**src/rtl/oled_pkg.sv**
```systemverilog
// Shared types for the OLED command FIFO.
//   oled_entry_t : one queued command, {is_sync, byte}; sync entries carry byte = 0
//   e_fifo_state : consumer FSM states (S_IDLE -> S_ISSUE -> S_GUARD -> S_IDLE)
package oled_pkg;

  localparam int ENTRY_BYTE_W = 8;

  typedef struct packed {
    logic                    is_sync;
    logic [ENTRY_BYTE_W-1:0] data;
  } oled_entry_t;

  typedef enum logic [1:0] {
    S_IDLE  = 2'd0,
    S_ISSUE = 2'd1,
    S_GUARD = 2'd2
  } e_fifo_state;

endpackage

```
**src/rtl/oled_fifo_mem.sv**
```systemverilog
// DEPTH x WIDTH entry storage for the OLED command FIFO.
// Ports:
//   clk   : clock
//   we    : write enable, stores wdata at waddr
//   waddr : write address
//   wdata : write data
//   raddr : read address, sampled every clock
//   rdata : registered read data (write-first when raddr == waddr)
// Storage has no reset; the owner tracks validity with its own count.
module oled_fifo_mem #(
  parameter int DEPTH = 16,
  parameter int WIDTH = 9,
  localparam int AW   = $clog2(DEPTH)
) (
  input  logic             clk,
  input  logic             we,
  input  logic [AW-1:0]    waddr,
  input  logic [WIDTH-1:0] wdata,
  input  logic [AW-1:0]    raddr,
  output logic [WIDTH-1:0] rdata
);

  logic [WIDTH-1:0] mem [DEPTH];

  // Write port plus registered read. A write to the address being read is
  // forwarded so an entry pushed into an empty FIFO is at the head next cycle.
  always_ff @(posedge clk) begin
    if (we) begin
      mem[waddr] <= wdata;
    end
    if (we && (waddr == raddr)) begin
      rdata <= wdata;
    end else begin
      rdata <= mem[raddr];
    end
  end

endmodule

```
**src/rtl/oled_cmd_fifo.sv**
```systemverilog
// Elastic command buffer between data_streamer and ssd1306_driver.
// Queues data bytes and sync requests, then replays them one per handshake,
// at most one entry every 3 cycles (S_IDLE pop, S_ISSUE strobe, S_GUARD).
// Ports:
//   clk_in, reset_in          : clock, asynchronous active-high reset
//   data_in, write_stb_in     : queue a data entry
//   sync_stb_in               : queue a sync entry (wins over a same-cycle write)
//   ready_out                 : FIFO accepts a strobe this cycle
//   oled_data_out             : byte to driver, held until the next issue
//   oled_write_stb_out        : one-cycle data strobe
//   oled_sync_stb_out         : one-cycle sync strobe
//   oled_ready_in             : driver ready
//   level_out, empty_out      : occupancy and empty flag
// Optional (macro OLED_CMD_FIFO_STATS_EN):
//   overflow_out              : sticky dropped-strobe / double-strobe flag
//   high_water_out            : peak occupancy since reset
module oled_cmd_fifo
  import oled_pkg::*;
#(
  parameter int DEPTH  = 16,
  parameter int DATA_W = 8,
  localparam int LVL_W = $clog2(DEPTH) + 1
) (
  input  logic              clk_in,
  input  logic              reset_in,
  input  logic [DATA_W-1:0] data_in,
  input  logic              write_stb_in,
  input  logic              sync_stb_in,
  output logic              ready_out,
  output logic [DATA_W-1:0] oled_data_out,
  output logic              oled_write_stb_out,
  output logic              oled_sync_stb_out,
  input  logic              oled_ready_in,
  output logic [LVL_W-1:0]  level_out,
  output logic              empty_out
`ifdef OLED_CMD_FIFO_STATS_EN
  ,
  output logic              overflow_out,
  output logic [LVL_W-1:0]  high_water_out
`endif
);

  localparam int PTR_W = $clog2(DEPTH);

  logic [PTR_W-1:0]  wr_ptr;
  logic [PTR_W-1:0]  rd_ptr;
  logic [PTR_W-1:0]  rd_ptr_next;
  logic [LVL_W-1:0]  count;
  logic [LVL_W-1:0]  count_next;
  logic              push;
  logic              pop;
  logic [DATA_W:0]   wr_entry;
  logic [DATA_W:0]   head;
  e_fifo_state       state;

  // Push/pop decisions; pop looks only at the registered count so a push in
  // the same cycle can never fall through an empty FIFO.
  always_comb begin
    push        = ready_out && (write_stb_in || sync_stb_in);
    wr_entry    = sync_stb_in ? {1'b1, {DATA_W{1'b0}}} : {1'b0, data_in};
    pop         = (state == S_IDLE) && (count != '0) && oled_ready_in;
    rd_ptr_next = pop ? rd_ptr + PTR_W'(1) : rd_ptr;
    count_next  = count + LVL_W'(push) - LVL_W'(pop);
  end

  // The read address is the next head so rdata always shows the current head.
  oled_fifo_mem #(
    .DEPTH (DEPTH),
    .WIDTH (DATA_W + 1)
  ) u_mem (
    .clk   (clk_in),
    .we    (push),
    .waddr (wr_ptr),
    .wdata (wr_entry),
    .raddr (rd_ptr_next),
    .rdata (head)
  );

  // Pointers, occupancy and the flags derived from it.
  always_ff @(posedge clk_in or posedge reset_in) begin
    if (reset_in) begin
      wr_ptr    <= '0;
      rd_ptr    <= '0;
      count     <= '0;
      ready_out <= 1'b0;
      empty_out <= 1'b1;
    end else begin
      if (push) begin
        wr_ptr <= wr_ptr + PTR_W'(1);
      end
      rd_ptr    <= rd_ptr_next;
      count     <= count_next;
      ready_out <= (count_next != LVL_W'(DEPTH));
      empty_out <= (count_next == '0);
    end
  end

  assign level_out = count;

  // Consumer FSM with registered strobes and output byte.
  always_ff @(posedge clk_in or posedge reset_in) begin
    if (reset_in) begin
      state              <= S_IDLE;
      oled_data_out      <= '0;
      oled_write_stb_out <= 1'b0;
      oled_sync_stb_out  <= 1'b0;
    end else begin
      case (state)
        S_IDLE: begin
          if (pop) begin
            oled_data_out      <= head[DATA_W-1:0];
            oled_write_stb_out <= ~head[DATA_W];
            oled_sync_stb_out  <= head[DATA_W];
            state              <= S_ISSUE;
          end
        end
        S_ISSUE: begin
          oled_write_stb_out <= 1'b0;
          oled_sync_stb_out  <= 1'b0;
          state              <= S_GUARD;
        end
        // Driver ready is ignored here: it takes one cycle to deassert.
        S_GUARD: begin
          state <= S_IDLE;
        end
        default: begin
          oled_write_stb_out <= 1'b0;
          oled_sync_stb_out  <= 1'b0;
          state              <= S_IDLE;
        end
      endcase
    end
  end

`ifdef OLED_CMD_FIFO_STATS_EN
  // Sticky error flag and peak occupancy tracking.
  always_ff @(posedge clk_in or posedge reset_in) begin
    if (reset_in) begin
      overflow_out   <= 1'b0;
      high_water_out <= '0;
    end else begin
      if (((write_stb_in || sync_stb_in) && !ready_out) ||
          (write_stb_in && sync_stb_in)) begin
        overflow_out <= 1'b1;
      end
      if (count_next > high_water_out) begin
        high_water_out <= count_next;
      end
    end
  end
`endif

endmodule

```
**config.mk**
```make
export PLATFORM = sky130hd
export DESIGN_NAME = oled_cmd_fifo
export DESIGN_NICKNAME = d
export VERILOG_FILES = /design/src/rtl/oled_pkg.sv /design/src/rtl/oled_fifo_mem.sv /design/src/rtl/oled_cmd_fifo.sv
export SDC_FILE = /design/constraint.sdc
export NUM_CORES = 1
export LEC_CHECK = 0
export BUFFER_PORTS_ARGS = -buffer_cell sky130_fd_sc_hd__buf_2
export CORE_MARGIN = 2
export CORE_UTILIZATION = 35
export DETAILED_ROUTE_END_ITERATION = 12
export PLACE_DENSITY = 0.53
export SYNTH_ARGS = -nofsm -noshare
export SYNTH_HDL_FRONTEND = slang
export SYNTH_SLANG_ARGS = --single-unit
```
**constraint.sdc**
```tcl
create_clock -name clk_in -period 10.65 [get_ports clk_in]
set_clock_uncertainty 0.05 [all_clocks]
set_input_delay 1.065 -clock clk_in [delete_from_list [all_inputs] [get_ports clk_in]]
set_output_delay 1.065 -clock clk_in [all_outputs]
set_load 0.02 [all_outputs]
```
==> flow_summary.json, run 1 <==
{
  "syn-instance-count": 368,
  "grt_max_degree": 38,
  "cts_root_buf": "clkbuf_16",
  "dpl.cell_count": 656,
  "via_per_inst": 4.93,
  "dr.max_layer_used": "met4",
  "area_growth_pct": 13.1,
  "min_period_over_period_pct": 34.7,
  "syn_nets": 393,
  "ant_nets": 0,
  "crit_family": "simple AND/OR/NAND/NOR gates",
  "cts_tree": "built",
  "place_area_um2": 7480,
  "antenna_cells": 0,
  "crit_chain": "inv_1 > ha_1 > nor4b_1 > or4b_2 > inv_1 > ha_1 > inv_1 > ha_1 > inv_1 > fa_1 > nand2b_1 > a21oi_1 > o21ai_0 > a2111oi_0",
  "die_h_um": 147,
  "dieArea_um2": 21500,
  "critical_path_class": "flop to flop",
  "wl_met1_mm": 6.74,
  "finalSetupViolCount": 0,
  "wl_per_cell_um": 21.0,
  "power.density_nw_per_um2": 280,
  "grt_pass1_vias": 3590,
  "min_period_ns": 3.70,
  "start_util_pct": 35.4,
  "clk_latency_ns": 0.42,
  "worstPathMaxFanout": 15,
  "die_w_um": 147,
  "hold_viol": 0,
  "hp-class": "flop to flop",
  "ios": 30,
  "drive_gt1_share_pct": 24.4,
  "fin_nets": 430,
  "clock.fmax_ghz": 0.270,
  "met2_wirelength_mm": 7.05,
  "leakage_nw": 2.88,
  "rsz0062_at_grt": "false",
  "tns_ns": 0,
  "antenna_found_initial": 0,
  "overflow": 0,
  "async_flop_share_pct": 15.4,
  "peakVddDrop_v": 0.0000993,
  "coreArea_um2": 20100,
  "via_count": 3389,
  "cp_slowest_stage_delay_ns": 0.84,
  "worst_path_max_delay_cell": "or4b_2",
  "cp_common_cell": "inv_1",
  "cp_num_buf_inv": 4,
  "crit_arrival_ns": 3.94,
  "synth_ff_type": "edfxtp_1",
  "numCtsBuffers": 17,
  "post_cts_buffers": 0,
  "clk_pin_slew_worst_paths_ns": 0.06,
  "cap_violations": 0,
  "outcome": "completed",
  "cp.required_ns": 10.89,
  "ys_warn_count": 0,
  "hold_buffers": 0,
  "slew_violations": 0,
  "drt_first_pass_iters": 4,
  "end_kind": "flop",
  "wl_mm": 14.5,
  "synthesis.area_um2": 7120,
  "cts_resized": 0,
  "hpwl_mm": 8.81,
  "avgSynthCellArea_um2": 19.4,
  "cts_max_level": 4,
  "design_area_um2": 8060,
  "drt_iter0_drc": 306,
  "worstSetupStartpointType": "flop",
  "ys_types": 47,
  "cts_sinks": 175,
  "stdcell_count": 688,
  "ys_seq_elements": 175,
  "slew_headroom_pct": 25.0,
  "grt_pass1_wl_mm": 22.5,
  "synth_edf_count": 144,
  "rows": 52,
  "drc": 0,
  "met3_length_um": 568,
  "seq_area_frac_synth_pct": 71.3,
  "clockBufferDepth": 2,
  "track_usage_pct": 14.5,
  "gp_congestion": 0.717,
  "worst_pin_slew_ns": 1.12,
  "io_buffers": 29
}
## worst register-to-register path: stages (launching register included)
cell,delay (ns)
dfrtp_1,0.38
inv_1,0.08
ha_1,0.17
nor4b_1,0.15
or4b_2,0.84
inv_1,0.12
ha_1,0.23
inv_1,0.05
ha_1,0.15
inv_1,0.05
fa_1,0.39
nand2b_1,0.17
a21oi_1,0.17
o21ai_0,0.14
a2111oi_0,0.41
## per-layer routing
layer	vias up	GRT usage [%]
met2	60	22.7
met4	0	4.22
met1	1776	20.0
met5	-	0
met3	8	3.62
li1	1545	-
## metrics by stage
| stage | utilization [%] | worst slack [ns] | power [mW] | hold WS, ns |
|---|---|---|---|---|
| CTS | 40.1 | 6.92 | 2.29 | 0.392 |
| global placement | 37.2 | 6.71 | 1.68 | 0.377 |
| detailed placement | 37.2 | 6.55 | 1.70 | 0.382 |
| global route | 40.1 | 6.61 | 2.39 | 0.411 |
| finish | 40.1 | 6.95 | 2.26 | 0.385 |
| floorplan | - | 6.92 | 1.50 | 0.359 |
## layout by cell type (no fill, tap or decap), types with 6 or more instances in the layout
cell,instances
mux4_2,18
buf_2,29
mux4_1,15
nor2b_1,11
and2_1,13
a221o_1,6
xnor2_1,8
dfrtp_1,26
and3_1,11
ha_1,11
inv_1,15
mux2i_1,8
nand2_1,9
clkbuf_16,17
edfxtp_1,144
mux2_2,14
## report_power, final
| part | switching (mW) | internal, mW |
|---|---|---|
| registers | 0.0583 | 0.890 |
| logic | 0.411 | 0.310 |
| clock network | 0.258 | 0.331 |
| total | 0.728 | 1.53 |
## path summary, 6_finish.rpt
kind / startpoint / to / slack, ns / cells past startpoint
max in group asynchronous: reset_in / rd_ptr[3]$_DFF_PP0_ / 9.04 / 2
worst min-delay path: state[1]$_DFFE_PP0P_ / state[1]$_DFFE_PP0P_ / 0.39 / 1
min in group asynchronous: reset_in / oled_data_out[3]$_DFFE_PP0P_ / 0.86 / 2
worst max register to register: level_out[3]$_DFF_PP0_ / empty_out$_DFF_PP1_ / 6.95 / 14
worst min register to register: state[1]$_DFFE_PP0P_ / state[1]$_DFFE_PP0P_ / 0.39 / 1
worst max-delay path: level_out[3]$_DFF_PP0_ / empty_out$_DFF_PP1_ / 6.95 / 14
## registers in the layout (all words and copies together) (netlist names), named ones only
name,flops
state,2
empty_out,1
wr_ptr,4
u_mem.mem,144
level_out,5
oled_write_stb_out,1
oled_data_out,8
ready_out,1
rd_ptr,4
oled_sync_stb_out,1
## final cells by class
type | count | area, µm²
clock buffers | 18 | 439
clock inverters | 14 | 133
well taps | 270 | 338
multi-input cells | 163 | 1830
inverters | 15 | 56.3
fillers | 1794 | 12000
repair buffers | 33 | 175
flip-flops and latches | 175 | 5080
## cell families (layout without fill, tap and decap cells)
family	Yosys count	in the layout	synth area share [%]
compound gates	19	19	2.18
buf+inv	30	80	2.97
fa+ha+maj	12	12	2.21
simple gates	68	68	5.66
mux	55	55	14.6
xor+xnor	9	9	1.11
flops	175	175	71.3
## Yosys cell counts, types with 4 or more instances
| library cell | n | area share (%) |
|---|---|---|
| dfrtp_1 | 26 | 9.1 |
| and2_1 | 13 | 1.1 |
| xnor2_1 | 8 | 0.98 |
| mux2i_1 | 8 | 1.1 |
| nand2_1 | 9 | 0.47 |
| mux4_1 | 15 | 5.5 |
| inv_1 | 15 | 0.79 |
| buf_6 | 6 | 0.95 |
| nor2b_1 | 11 | 0.97 |
| nand3_1 | 4 | 0.28 |
| a221o_1 | 6 | 0.84 |
| edfxtp_1 | 144 | 61 |
| and3_1 | 11 | 0.97 |
| mux4_2 | 18 | 5.7 |
| nor2_1 | 4 | 0.21 |
| dfxtp_1 | 4 | 1.1 |
| mux2_2 | 14 | 2.2 |
| ha_1 | 11 | 1.9 |
No activity file was read; power rests on OpenSTA's default activity.
==> run 2, diff against run 1 <==
PLACE_DENSITY = 0.55   (was 0.53)
clock period = 3 ns   (was 10.65 ns; I/O delays follow)
==> run 2 against run 1 <==
Net effect: sequential power rose to 3.7 times the previous value; total power rose to 3.7 times the previous value; combinational power rose to 3.7 times the previous value; wire length about the same; worst hold slack worse by 0.37 ns; final cell count up 2.0%; first-iteration DRC count down 15%; sequential share of layout area down 1.6 points; clock power rose to 3.6 times the previous value; critical endpoint unchanged; largest cell class unchanged; largest power group unchanged.
==> flow_summary.json, run 2 (same netlist as run 1, synthesis figures left out) <==
{
  "area_growth_pct": 16.0,
  "wl_per_cell_um": 20.6,
  "worst_pin_slew_ns": 1.03,
  "design_area_um2": 8270,
  "die_h_um": 147,
  "leakage_nw": 2.96,
  "drt_first_pass_iters": 4,
  "start_util_pct": 35.4,
  "dieArea_um2": 21500,
  "outcome": "completed",
  "min_period_over_period_pct": 97.3,
  "grt_pass1_vias": 3652,
  "io_buffers": 29,
  "pwr-share-clk_pct": 25.6,
  "wl_mm": 14.5,
  "power_frac_comb_pct": 32.4,
  "largest_reg_flops": 144,
  "cts_sinks": 175,
  "cap_violations": 0,
  "end_kind": "flop",
  "power.density_nw_per_um2": 1010,
  "clk_latency_ns": 0.42,
  "track_usage_pct": 14.3,
  "die_w_um": 147,
  "clock.fmax_ghz": 0.343,
  "worstSetupStartpointType": "flop",
  "slew_headroom_pct": 31.5,
  "worstPathMaxFanout": 3,
  "hpwl_mm": 9.10,
  "rows": 52,
  "drt_iter0_drc": 261,
  "peakVddDrop_v": 0.000421,
  "gp_congestion": 0.714,
  "ant_nets": 0,
  "via_per_inst": 4.93,
  "hp-class": "primary input to asynchronous set/reset pin",
  "clockBufferDepth": 2,
  "coreArea_um2": 20100,
  "layout_commonest_cell": "edfxtp_1",
  "numCtsBuffers": 17,
  "slew_violations": 0,
  "regMostFlops": "u_mem.mem",
  "final_cell_mix": "144 x edfxtp_1, 29 x buf_2, 24 x dfrtp_1",
  "cp.required_ns": 3.27,
  "min_period_ns": 2.92,
  "cts_tree": "built",
  "place_area_um2": 7650,
  "overflow": 0,
  "rsz0062_at_grt": "true",
  "cts_root_buf": "clkbuf_16",
  "critical_path_class": "flop to flop",
  "power_frac_seq_pct": 41.9,
  "p_switching_mw": 2.67,
  "clk_pin_slew_worst_paths_ns": 0.06,
  "via_count": 3459,
  "fin_nets": 444,
  "drc": 0,
  "grt_max_degree": 28,
  "antenna_cells": 0,
  "place_ws_ns": -0.0694,
  "crit_arrival_ns": 3.19,
  "switching_share_pct": 32.0,
  "grt_pass1_wl_mm": 22.1,
  "antenna_found_initial": 0,
  "hold_viol": 0,
  "drive_gt1_share_pct": 29.9,
  "cts_max_level": 4,
  "finalWorstSetupSlack_ns": 0.0820,
  "finalSetupViolCount": 0,
  "internal_power_mw": 5.67,
  "ios": 30
}
[run 2: cell count changes in the layout (fill, tap and decap cells not counted), sizes merged]
cell,delta
buf,+14
bufinv,+1
clkinv,+2
clkinvlp,-1
inv,-2
[run 2: repair_timing]
| action | CTS | global route |
|---|---|---|
| pin swaps | 1 | 5 |
| hold buffers | 0 | 0 |
| setup endpoints to repair | 1 | 1 |
| gates resized for setup | 2 | 5 |
| buffers inserted | 0 | 2 |
[run 2: critical path: stages, from the launching register on]
cell and delay (ns):
dfrtp_2 0.38, inv_2 0.06, ha_4 0.14, nor4b_4 0.12, or4b_4 0.51, inv_4 0.08
ha_4 0.19, inv_4 0.05, ha_4 0.12, inv_2 0.03, fa_2 0.33, nand2b_4 0.16
a21oi_4 0.15, o21ai_2 0.08, a2111oi_2 0.36
[run 2: metrics by stage]
step           hold slack (ns)  utilization, %  instances  TNS [ns]  total power [mW]
3_5_place_dp             0.391            38.0        668   -0.0694              6.17
2_1_floorplan            0.302               -        368    -0.256              5.44
3_3_place_gp             0.397            38.0        668         0              6.11
4_1_cts                 0.0277            40.9        700         0              8.33
6_report                0.0122            41.1        702         0              8.34
5_1_grt                 0.0750            41.1        702   -0.0174              8.77
[run 2: path summary, 6_finish.rpt]
kind	slack [ns]	end	cells after the start	startpoint
worst max-delay path	0.08	empty_out$_DFF_PP1_	14	level_out[2]$_DFF_PP0_
worst min-delay path	0.01	state[1]$_DFFE_PP0P_	2	reset_in
worst max register to register	0.08	empty_out$_DFF_PP1_	14	level_out[2]$_DFF_PP0_
worst min register to register	0.40	state[1]$_DFFE_PP0P_	1	state[1]$_DFFE_PP0P_
max in group asynchronous	2.22	oled_data_out[0]$_DFFE_PP0P_	3	reset_in
min in group clk_in	0.15	u_mem.mem[11][8]$_DFFE_PP_	1	sync_stb_in
[run 2: per-layer routing]
layer	global-route usage, %	wire length [µm]
met4	5.73	168
met5	0	0
met1	18.3	6450
met3	2.97	371
met2	23.9	7490
[run 2: area by class of cell]
class / instances / area (µm²)
tap: 270 / 338
timing repair buffer: 47 / 293
clock inverter: 14 / 141
multi-input combinational: 163 / 1920
sequential: 175 / 5080
inverter: 15 / 61.3
clock buffer: 18 / 429
fill: 1764 / 11800
[run 2: power by group through the flow]
stage / clock network [mW] / registers [mW] / logic (mW)
4_1_cts: 2.16 / 3.51 / 2.66
3_3_place_gp: 0 / 3.53 / 2.58
3_5_place_dp: 0 / 3.56 / 2.61
6_report: 2.14 / 3.49 / 2.70
2_1_floorplan: 0 / 3.52 / 1.92
5_1_grt: 2.28 / 3.56 / 2.93
==> run 3, diff against run 2 <==
CTS_CLUSTER_SIZE = 28   (was not set)
REMOVE_ABC_BUFFERS = 1   (was not set)
==> run 3 against run 2 <==
Net effect: the run now ends with negative setup slack left; design area is 1.4% higher; clock power rose by 9.8%; count of clock-buffer cells in the layout fell by 1; combinational power up 6%; sequential power fell by 1%; first-iteration DRC count increased by 13%; flip-flop and latch count did not move; die area is the same; total power grew 3.9%; register-to-register slack got worse by 0.09 ns; sequential share of layout area down 0.87 points; critical path type unchanged; largest cell class unchanged; largest power group unchanged.
==> flow_summary.json, run 3 (same netlist as run 1, synthesis figures left out) <==
{
  "outcome": "finished with violations",
  "violations": "negative setup slack",
  "ant_nets": 0,
  "drive_gt1_share_pct": 31.0,
  "antenna_found_initial": 0,
  "cts_root_buf": "clkbuf_16",
  "drc": 0,
  "power.density_nw_per_um2": 1030,
  "regArea_um2": 5080,
  "wl_mm": 15.0,
  "worstSetupStartpointType": "flop",
  "cp.required_ns": 3.28,
  "worst_pin_slew_ns": 1.09,
  "leakage_nw": 3.02,
  "hold-worst-slack_ns": 0.264,
  "fin_nets": 451,
  "place_area_um2": 7630,
  "die_w_um": 147,
  "track_usage_pct": 14.7,
  "dieArea_um2": 21500,
  "cap_violations": 0,
  "design_area_um2": 8380,
  "clk_pin_slew_worst_paths_ns": 0.07,
  "slew_violations": 0,
  "grt_pass1_vias": 3669,
  "multiInputGateArea_um2": 1930,
  "cts_max_level": 4,
  "clockBufferDepth": 2,
  "io_buffers": 29,
  "finalWorstSetupSlack_ns": -0.0117,
  "area_growth_pct": 17.7,
  "antenna_cells": 0,
  "num-fill-cells": 1763,
  "hpwl_mm": 8.80,
  "drt_first_pass_iters": 6,
  "rows": 52,
  "gp_congestion": 0.724,
  "crit_arrival_ns": 3.29,
  "drt_iter0_drc": 296,
  "largest_reg_flops": 144,
  "clock.fmax_ghz": 0.332,
  "slew_headroom_pct": 26.9,
  "final_cell_mix": "144 x edfxtp_1, 29 x buf_2, 26 x dfrtp_1",
  "finalSetupViolCount": 1,
  "via_count": 3480,
  "dpl.cell_count": 674,
  "layout_commonest_cell": "edfxtp_1",
  "wl_per_cell_um": 21.2,
  "grt_pass1_wl_mm": 22.5,
  "stdcell_count": 709,
  "worstPathMaxFanout": 2,
  "reg2reg_depth": 14,
  "regMostFlops": "u_mem.mem",
  "hold_path_depth": 3,
  "start_util_pct": 35.4,
  "clk_latency_ns": 0.43,
  "critical_path_class": "flop to flop",
  "peakVddDrop_v": 0.000392,
  "hold_viol": 0,
  "rsz0062_at_grt": "true",
  "end_kind": "flop",
  "cts_tree": "built",
  "die_h_um": 147,
  "min_period_over_period_pct": 100,
  "via_per_inst": 4.91,
  "overflow": 0,
  "coreArea_um2": 20100,
  "hp-class": "primary input to flop",
  "grt_max_degree": 38,
  "cts_sinks": 175,
  "ios": 30,
  "power_mw": 8.66,
  "numCtsBuffers": 17,
  "min_period_ns": 3.01
}
run 3: cell types whose count changed in the layout (fill, tap and decap cells not counted), sizes merged:
| cell | change |
|---|---|
| clkinv | -4 |
| bufinv | +2 |
| dlygate4sd3 | +1 |
| buf | +6 |
| inv | +3 |
| clkbuf | -1 |
run 3: final cells by class:
class	count	area share, %
clock buffer	17	5.08
clock inverter	15	2.45
inverter	15	0.672
multi-input combinational	163	23.0
sequential	175	60.6
tap	270	4.03
timing repair buffer	54	4.15
run 3: what timing repair did:
| action | 4_1_cts | 5_1_grt |
|---|---|---|
| hold endpoints to repair | 26 | 0 |
| pin swaps | 2 | 6 |
| buffers inserted | 0 | 2 |
| gates resized for setup | 12 | 10 |
| hold buffers | 1 | 0 |
| endpoints found under the setup margin | 3 | 3 |
run 3: layer usage:
metal  up-vias  track usage (%)  share of wire (%)
li1       1582                -                  -
met1      1807             19.1                 42
met2        72             24.3                 51
met3        19             3.78                4.9
met4         0             4.42                1.3
met5         -                0                  0
run 3: final timing paths:
| path | startpoint | to | slack, ns |
|---|---|---|---|
| worst max register to register | level_out[3]$_DFF_PP0_ | empty_out$_DFF_PP1_ | -0.01 |
| worst min register to register | state[1]$_DFFE_PP0P_ | state[1]$_DFFE_PP0P_ | 0.41 |
| worst min-delay path | oled_ready_in | oled_sync_stb_out$_DFFE_PP0P_ | 0.26 |
| min in group asynchronous | reset_in | oled_write_stb_out$_DFFE_PP0P_ | 0.44 |
| max in group asynchronous | reset_in | empty_out$_DFF_PP1_ | 2.14 |
| worst max-delay path | level_out[3]$_DFF_PP0_ | empty_out$_DFF_PP1_ | -0.01 |
run 3: critical path: stages (launching register included):
cell and delay (ns):
dfrtp_1 0.35, inv_1 0.08, ha_4 0.16, nor4b_4 0.12
or4b_4 0.55, inv_2 0.09, ha_4 0.19, inv_2 0.06
ha_4 0.13, inv_2 0.04, fa_2 0.38, nand2b_4 0.16
a21oi_4 0.17, o21ai_2 0.09, a2111oi_2 0.30
run 3: stage by stage:
step                      util (%)  setup WS [ns]   TNS, ns
final                         41.7        -0.0117   -0.0117
after global routing          41.7         -0.108    -0.193
after CTS                     41.3       -0.00759  -0.00759
after detailed placement      38.0         -0.334    -0.699
after global placement        38.0         -0.222    -0.344
after floorplan                  -         -0.483     -1.02
run 3: report_power, final:
| part | switching, mW | internal [mW] |
|---|---|---|
| clock network | 0.947 | 1.40 |
| registers | 0.292 | 3.16 |
| logic | 1.48 | 1.38 |
| total | 2.72 | 5.95 |
